File: src/rtl/idecode_sb.sv
// Decode / register-file stage: GPR array, destination select, immediate
// extension, scoreboarded hazard stall and a registered ID/EX handshake stage.
module idecode_sb #(
   parameter int DATA_W   = 32,
   parameter int AW       = 5,
   parameter int LINK_REG = (2**AW) - 1
) (
   input  logic              clock,
   input  logic              reset,
   input  logic              id_valid,
   output logic              id_ready,
   input  logic [31:0]       instruction,
   input  logic              jal,
   input  logic              reg_write,
   input  logic              reg_dst,
   input  logic              zext,
   input  logic [DATA_W-1:0] pc_plus4,
   input  logic              wb_en,
   input  logic [AW-1:0]     wb_addr,
   input  logic [DATA_W-1:0] wb_data,
   output logic              ex_valid,
   input  logic              ex_ready,
   output logic [DATA_W-1:0] ex_rs_data,
   output logic [DATA_W-1:0] ex_rt_data,
   output logic [DATA_W-1:0] ex_imm,
   output logic [AW-1:0]     ex_dest,
   output logic              ex_reg_write,
   output logic [DATA_W-1:0] ex_link
);

   localparam int            NREGS    = 2**AW;
   localparam logic [AW-1:0] LINK_IDX = AW'(LINK_REG);
   localparam logic [AW-1:0] R0_IDX   = {AW{1'b0}};

   logic [DATA_W-1:0] regs_q [NREGS];
   logic [DATA_W-1:0] regs_d [NREGS];
   logic [NREGS-1:0]  pending_q, pending_d;

   logic              ex_valid_q, ex_valid_d;
   logic [DATA_W-1:0] ex_rs_q, ex_rs_d;
   logic [DATA_W-1:0] ex_rt_q, ex_rt_d;
   logic [DATA_W-1:0] ex_imm_q, ex_imm_d;
   logic [AW-1:0]     ex_dest_q, ex_dest_d;
   logic              ex_rw_q, ex_rw_d;
   logic [DATA_W-1:0] ex_link_q, ex_link_d;

   logic [AW-1:0]     rs, rt, rd, dest;
   logic [15:0]       imm;
   logic              wb_write, hazard, issue, dest_writes;
   logic [NREGS-1:0]  wb_clr, set_vec, pend_live;
   logic [DATA_W-1:0] rs_val, rt_val, imm_ext;
   logic              unused_instr_bits;

   assign rs  = instruction[21 +: AW];
   assign rt  = instruction[16 +: AW];
   assign rd  = instruction[11 +: AW];
   assign imm = instruction[15:0];
   assign unused_instr_bits = ^instruction;

   // Destination, write-back decode and scoreboard hazard evaluation
   always_comb begin
      dest        = jal ? LINK_IDX : (reg_dst ? rd : rt);
      wb_write    = wb_en && (wb_addr != R0_IDX);
      dest_writes = reg_write && (dest != R0_IDX);
      if (wb_write) begin
         wb_clr = {{(NREGS-1){1'b0}}, 1'b1} << wb_addr;
      end else begin
         wb_clr = {NREGS{1'b0}};
      end
      // a register being written back this cycle no longer blocks issue
      pend_live = pending_q & ~wb_clr;
      hazard    = pend_live[rs] || pend_live[rt] || (reg_write && pend_live[dest]);
      id_ready  = !hazard && (!ex_valid_q || ex_ready);
      issue     = id_valid && id_ready;
   end

   // Operand read with same-cycle write-back bypass; r0 is hard zero
   always_comb begin
      if (rs == R0_IDX) begin
         rs_val = {DATA_W{1'b0}};
      end else if (wb_en && (wb_addr == rs)) begin
         rs_val = wb_data;
      end else begin
         rs_val = regs_q[rs];
      end
      if (rt == R0_IDX) begin
         rt_val = {DATA_W{1'b0}};
      end else if (wb_en && (wb_addr == rt)) begin
         rt_val = wb_data;
      end else begin
         rt_val = regs_q[rt];
      end
      if (zext) begin
         imm_ext = {{(DATA_W-16){1'b0}}, imm};
      end else begin
         imm_ext = {{(DATA_W-16){imm[15]}}, imm};
      end
   end

   // Register array and scoreboard next state; set beats clear on collision
   always_comb begin
      regs_d = regs_q;
      if (wb_write) begin
         regs_d[wb_addr] = wb_data;
      end else begin
         regs_d[wb_addr] = regs_q[wb_addr];
      end
      if (issue && dest_writes) begin
         set_vec = {{(NREGS-1){1'b0}}, 1'b1} << dest;
      end else begin
         set_vec = {NREGS{1'b0}};
      end
      pending_d = (pending_q & ~wb_clr) | set_vec;
   end

   // ID/EX stage next state: load on issue, drop valid when consumed
   always_comb begin
      ex_valid_d = ex_valid_q;
      ex_rs_d    = ex_rs_q;
      ex_rt_d    = ex_rt_q;
      ex_imm_d   = ex_imm_q;
      ex_dest_d  = ex_dest_q;
      ex_rw_d    = ex_rw_q;
      ex_link_d  = ex_link_q;
      if (issue) begin
         ex_valid_d = 1'b1;
         ex_rs_d    = rs_val;
         ex_rt_d    = rt_val;
         ex_imm_d   = imm_ext;
         ex_dest_d  = dest;
         ex_rw_d    = dest_writes;
         ex_link_d  = jal ? pc_plus4 : {DATA_W{1'b0}};
      end else if (ex_ready) begin
         ex_valid_d = 1'b0;
      end else begin
         ex_valid_d = ex_valid_q;
      end
   end

   // State registers with synchronous reset
   always_ff @(posedge clock) begin
      if (reset) begin
         for (int i = 0; i < NREGS; i++) begin
            regs_q[i] <= {DATA_W{1'b0}};
         end
         pending_q  <= {NREGS{1'b0}};
         ex_valid_q <= 1'b0;
         ex_rs_q    <= {DATA_W{1'b0}};
         ex_rt_q    <= {DATA_W{1'b0}};
         ex_imm_q   <= {DATA_W{1'b0}};
         ex_dest_q  <= R0_IDX;
         ex_rw_q    <= 1'b0;
         ex_link_q  <= {DATA_W{1'b0}};
      end else begin
         regs_q     <= regs_d;
         pending_q  <= pending_d;
         ex_valid_q <= ex_valid_d;
         ex_rs_q    <= ex_rs_d;
         ex_rt_q    <= ex_rt_d;
         ex_imm_q   <= ex_imm_d;
         ex_dest_q  <= ex_dest_d;
         ex_rw_q    <= ex_rw_d;
         ex_link_q  <= ex_link_d;
      end
   end

   assign ex_valid     = ex_valid_q;
   assign ex_rs_data   = ex_rs_q;
   assign ex_rt_data   = ex_rt_q;
   assign ex_imm       = ex_imm_q;
   assign ex_dest      = ex_dest_q;
   assign ex_reg_write = ex_rw_q;
   assign ex_link      = ex_link_q;

endmodule

File: config.mk
export PLATFORM = sky130hd
export DESIGN_NAME = idecode_sb
export DESIGN_NICKNAME = d
export VERILOG_FILES = /design/src/rtl/idecode_sb.sv
export SDC_FILE = /design/constraint.sdc
export NUM_CORES = 2
export LEC_CHECK = 0
export ABC_AREA = 1
export BUFFER_PORTS_ARGS = -buffer_cell sky130_fd_sc_hd__buf_2
export CORE_ASPECT_RATIO = 1.1
export CORE_MARGIN = 5
export CORE_UTILIZATION = 45
export CTS_CLUSTER_DIAMETER = 200
export CTS_CLUSTER_SIZE = 8
export DETAILED_ROUTE_END_ITERATION = 10
export PLACE_DENSITY_LB_ADDON = 0.1
export SKIP_LAST_GASP = 1
export SYNTH_ARGS = -nofsm -noshare
export SYNTH_HDL_FRONTEND = slang
export SYNTH_SLANG_ARGS = --single-unit
export TNS_END_PERCENT = 30
File: constraint.sdc
create_clock -name clock -period 3.3 [get_ports clock]
set_input_delay 0.66 -clock clock [delete_from_list [all_inputs] [get_ports clock]]
set_output_delay 0.66 -clock clock [all_outputs]
set_load 0.05 [all_outputs]
==> impl_table.tex <==
\begin{tabular}{lr}
\hline
Metric & Value \\
\hline
\multicolumn{2}{l}{\textbf{Worst setup path}} \\
Req. time, crit path & between 2 and 3 ns \\
CP peak stage delay & $\sim$0.18 ns \\
Slowest library cell on the worst path & sky130\_fd\_sc\_hd\_\_buf\_12 \\
WP data arrival & 2.59 ns \\
Type of the setup path with the least slack & input port to output port \\
Type of origin of the critical path & input port \\
Crit path cell chain & buf\_4, inv\_2, nand3\_1, buf\_12, nor2\_4, nand3\_1, nand2\_1, nand2\_1, nand3\_1, nand2\_1, nand3\_1, nand2\_1, a21oi\_1, nand3\_2, nor2\_4, buf\_8 \\
Setup crit end kind & output port \\
Worst Reg2Reg Path Length in Cells & 15 \\
Crit Path Max Fanout & 6 \\
\multicolumn{2}{l}{\textbf{Route}} \\
Pre-antenna DRT Iters & 9 \\
Initial detailed-routing violation count & 12100 \\
Number of vias after detailed routing & 77800 \\
Wirelength per Cell & 29.6 um \\
Vias per Instance & roughly 6.7 \\
Post-Route WL & 344000 um \\
Antenna Violating Nets Remaining & 0 \\
Number of design rule violations left after detail routing & 0 \\
\multicolumn{2}{l}{\textbf{Pwr}} \\
Power density over the cells & 482 mW/mm\^{}2 \\
Leakage & roughly 28 nW \\
Worst supply voltage drop on vdd & $\sim$0.5 mV \\
Total Power Consumption & 37.2 mW \\
\multicolumn{2}{l}{\textbf{STA}} \\
Total setup violations reported at the end of the flow & 0 \\
Fmax achieved & 307 MHz \\
Transition time at the pin with the least slew margin & about 1.2 ns \\
Hold slack final & 0.113 ns \\
Number of hold violations in the final report & 0 \\
Final setup slack of the worst path & about 0.047 ns \\
Post-Route Setup TNS & 0 ns \\
Fin Clk Skew & 0.0316 ns \\
Final Max Slew Viols & 0 \\
Shortest clock period the worst path allows after layout & 3.25 ns \\
Post-route clock period utilization & 98.6\% \\
Worst slew slack as a fraction of its limit & between 10\% and 20\% \\
\multicolumn{2}{l}{\textbf{Global route}} \\
Total routing usage reported by global routing & 42.3\% \\
Wire length of the first global-routing pass & 490000 um \\
Number of antenna violations at the first check in global routing & 18 \\
Number of global-route vias before repair & 71000 \\
Overall overflow remaining after global route & 0 \\
Maximum number of pins on one net before global-route repair & 128 \\
\multicolumn{2}{l}{\textbf{Hold path}} \\
Kind of path behind the tightest hold check & input port to flop \\
Number of cells on the worst hold path & 3 \\
\multicolumn{2}{l}{\textbf{Synth}} \\
Net count after synthesis & around 9800 \\
Most used flip-flop cell after synthesis & sky130\_fd\_sc\_hd\_\_dfxtp\_1 \\
Sequential element share of the synthesized area & 35.9\% \\
Post-synth ARST share & 0\% \\
Synthesized area per cell & 6.80 sq um \\
Number of flip-flops and latches in the synthesized netlist & around 1200 \\
Post-synth cell types & 41 \\
Synthesized area & 0.0657 sq mm \\
Number of enable-type register cells in the synthesized netlist & 0 \\
Number of warnings printed during yosys synthesis & 0 \\
Cell count after synthesis & 9661 \\
\multicolumn{2}{l}{\textbf{Final layout}} \\
Area growth from synthesis to final layout & 17.7\% \\
Filler cell count in the final layout & 14200 \\
Layout net count & 9751 \\
Fraction of layout cells with a size suffix above 1 & around an eighth \\
Finished Cell Area & 0.0773 sq mm \\
Area used by multi-input combinational logic & 0.0348 sq mm \\
Area occupied by registers & 0.0235 sq mm \\
\multicolumn{2}{l}{\textbf{CTS}} \\
Depth of the CTS H-tree & 4 \\
Clock latency reported for the late side of the worst-skew pair & 0.83 ns \\
Longest Clk Path Bufs & 3 \\
Clock root buffer & sky130\_fd\_sc\_hd\_\_clkbuf\_16 \\
Clk sinks & $\sim$1200 \\
TritonCTS clock tree & built \\
Number of buffers created by CTS & 164 \\
Clock transition at the registers of the reported paths & 0.05 ns \\
Post-CTS Hold Fix Bufs & 0 \\
\multicolumn{2}{l}{\textbf{Floorplan}} \\
Floorplan die height & approximately 400 um \\
Number of core rows & roughly 150 \\
Std-Cell Core Area & 0.145 sq mm \\
Die Footprint & approximately 0.15 sq mm \\
Starting density of the core & 45.1\% \\
Horiz. Die Dim & between 300 and 400 um \\
Boundary pin count & 246 \\
\multicolumn{2}{l}{\textbf{Place}} \\
Number of buffers added on ports & 239 \\
Final GP Congestion & around 0.99 \\
Dpl hpwl & about 210000 um \\
Placed cell areas & 0.0726 sq mm \\
Post-Place Worst Slack & -0.122 ns \\
\multicolumn{2}{l}{\textbf{Job}} \\
Maxcap violations & 0 \\
\multicolumn{2}{l}{\textbf{Outcome}} \\
Status & finished, final reports clean \\
\hline
\end{tabular}
==> cells in the mapped netlist (2+ instances only) <==
| library cell | number | area [sq um] |
|---|---|---|
| sky130_fd_sc_hd__buf_6 | 5 | 56.3 |
| sky130_fd_sc_hd__nand4_1 | 120 | 751 |
| sky130_fd_sc_hd__xor2_1 | 2 | 17.5 |
| sky130_fd_sc_hd__mux2i_1 | 3 | 30.0 |
| sky130_fd_sc_hd__o21ai_2 | 2 | 17.5 |
| sky130_fd_sc_hd__buf_2 | 183 | 916 |
| sky130_fd_sc_hd__nor3_1 | 15 | 75.1 |
| sky130_fd_sc_hd__clkbuf_1 | 785 | 2950 |
| sky130_fd_sc_hd__buf_1 | 90 | 338 |
| sky130_fd_sc_hd__a22o_1 | 35 | 307 |
| sky130_fd_sc_hd__nand3_1 | 430 | 2150 |
| sky130_fd_sc_hd__inv_1 | 884 | 3320 |
| sky130_fd_sc_hd__o2111ai_1 | 17 | 149 |
| sky130_fd_sc_hd__o21ai_0 | 2033 | 10200 |
| sky130_fd_sc_hd__a21oi_1 | 1961 | 9810 |
| sky130_fd_sc_hd__a211oi_1 | 17 | 128 |
| sky130_fd_sc_hd__o211ai_1 | 100 | 751 |
| sky130_fd_sc_hd__buf_4 | 25 | 188 |
| sky130_fd_sc_hd__nand2_1 | 682 | 2560 |
| sky130_fd_sc_hd__o221ai_1 | 379 | 3320 |
| sky130_fd_sc_hd__dfxtp_1 | 1176 | 23500 |
| sky130_fd_sc_hd__o22ai_1 | 251 | 1570 |
| sky130_fd_sc_hd__a311oi_1 | 2 | 17.5 |
| sky130_fd_sc_hd__nor3_2 | 2 | 20.0 |
| sky130_fd_sc_hd__nor2_1 | 240 | 901 |
| sky130_fd_sc_hd__nand3_2 | 2 | 20.0 |
| sky130_fd_sc_hd__a31oi_1 | 6 | 37.5 |
| sky130_fd_sc_hd__nand2_2 | 5 | 31.3 |
| sky130_fd_sc_hd__nor2_2 | 4 | 25.0 |
| sky130_fd_sc_hd__clkinv_1 | 6 | 22.5 |
| sky130_fd_sc_hd__nor2_4 | 3 | 33.8 |
| sky130_fd_sc_hd__o21a_1 | 11 | 82.6 |
| sky130_fd_sc_hd__inv_2 | 18 | 67.6 |
| sky130_fd_sc_hd__a221oi_1 | 11 | 96.3 |
| sky130_fd_sc_hd__a22oi_1 | 150 | 1130 |
==> final cells by class <==
class / instances / area share [%]
clock inverters: 13 / 0.295
clock buffers: 166 / 5.37
well taps: 1937 / 3.14
repair buffers: 902 / 11.2
diodes: 8 / 0.0259
inverters: 908 / 4.49
multi-input cells: 6489 / 45.0
flip-flops and latches: 1176 / 30.5
==> cell usage in the layout (no fill, tap or decap), types with 6 or more instances in the layout <==
master / instances
sky130_fd_sc_hd__o21ai_0: 2030
sky130_fd_sc_hd__a21oi_1: 1942
sky130_fd_sc_hd__dfxtp_1: 1176
sky130_fd_sc_hd__inv_1: 871
sky130_fd_sc_hd__nand2_1: 668
sky130_fd_sc_hd__buf_4: 473
sky130_fd_sc_hd__nand3_1: 420
sky130_fd_sc_hd__o221ai_1: 379
sky130_fd_sc_hd__o22ai_1: 251
sky130_fd_sc_hd__buf_2: 224
sky130_fd_sc_hd__nor2_1: 208
sky130_fd_sc_hd__buf_12: 192
sky130_fd_sc_hd__clkbuf_16: 166
sky130_fd_sc_hd__a22oi_1: 150
sky130_fd_sc_hd__nand4_1: 120
sky130_fd_sc_hd__o211ai_1: 100
sky130_fd_sc_hd__a22o_1: 35
sky130_fd_sc_hd__nor2_4: 34
sky130_fd_sc_hd__inv_2: 21
sky130_fd_sc_hd__a21oi_2: 19
sky130_fd_sc_hd__o2111ai_1: 17
sky130_fd_sc_hd__a211oi_1: 17
sky130_fd_sc_hd__nor3_1: 15
sky130_fd_sc_hd__nand2_2: 12
sky130_fd_sc_hd__o21a_1: 11
sky130_fd_sc_hd__a221oi_1: 11
sky130_fd_sc_hd__nand3_2: 9
sky130_fd_sc_hd__diode_2: 8
sky130_fd_sc_hd__inv_6: 7
sky130_fd_sc_hd__a31oi_1: 6
sky130_fd_sc_hd__buf_6: 6
==> state kept, by name, indices dropped and copies added (netlist names) <==
register,flops
ex_imm,17
ex_rs_data,32
pending_q,32
ex_dest,5
regs_q,1024
ex_reg_write,1
ex_valid,1
ex_link,32
ex_rt_data,32
==> path summary, 6_finish.rpt <==
path	from	endpoint	slack, ns
hold / removal	instruction[9]	ex_imm[9]	0.11
hold reg to reg	ex_imm[7]	ex_imm[7]	0.45
setup / recovery	wb_addr[4]	id_ready	0.05
setup reg to reg	pending_q[1]	ex_rs_data[14]	1.07
==> report_power, final <==
part           internal (mW)  total (mW)  switching (mW)
registers               14.6        14.8           0.249
logic                   2.00        6.83            4.83
clock network           8.86        15.6            6.71
==> cell families after synthesis <==
| kind of cell | Yosys count | share of synthesized area (%) |
|---|---|---|
| AO/OA/AOI/OAI | 4980 | 42.1 |
| XOR/XNOR | 2 | 0.0267 |
| buffers and inverters | 1996 | 12.0 |
| flip-flops | 1176 | 35.9 |
| multiplexers | 3 | 0.0457 |
| AND/OR/NAND/NOR | 1504 | 10.0 |
==> metal layers <==
layer	wire length, um	GRT usage [%]
met4	33300	33.9
met3	44900	12.5
met1	127000	52.7
met2	138000	60.7
met5	86	0
==> per-stage QoR <==
stage               utilization (%)  instances
finish                         53.1      11600
global route                   53.1      11600
CTS                            53.0      11600
detailed placement             49.9      11400
global placement               49.9      11400
floorplan                         -       9661
==> critical path: cells and delay by family <==
family | cells | cell delay [ns]
AO/OA/AOI/OAI | 1 | 0.15
buffers and inverters | 4 | 0.59
AND/OR/NAND/NOR | 11 | 1.17
==> repair_timing <==
item	4_1_cts	5_1_grt
pin swaps	2	13
hold endpoints to repair	0	0
buffers inserted	2	9
endpoints found under the setup margin	1	1
resized for setup	3	40
(Power assumes the default switching activity.)
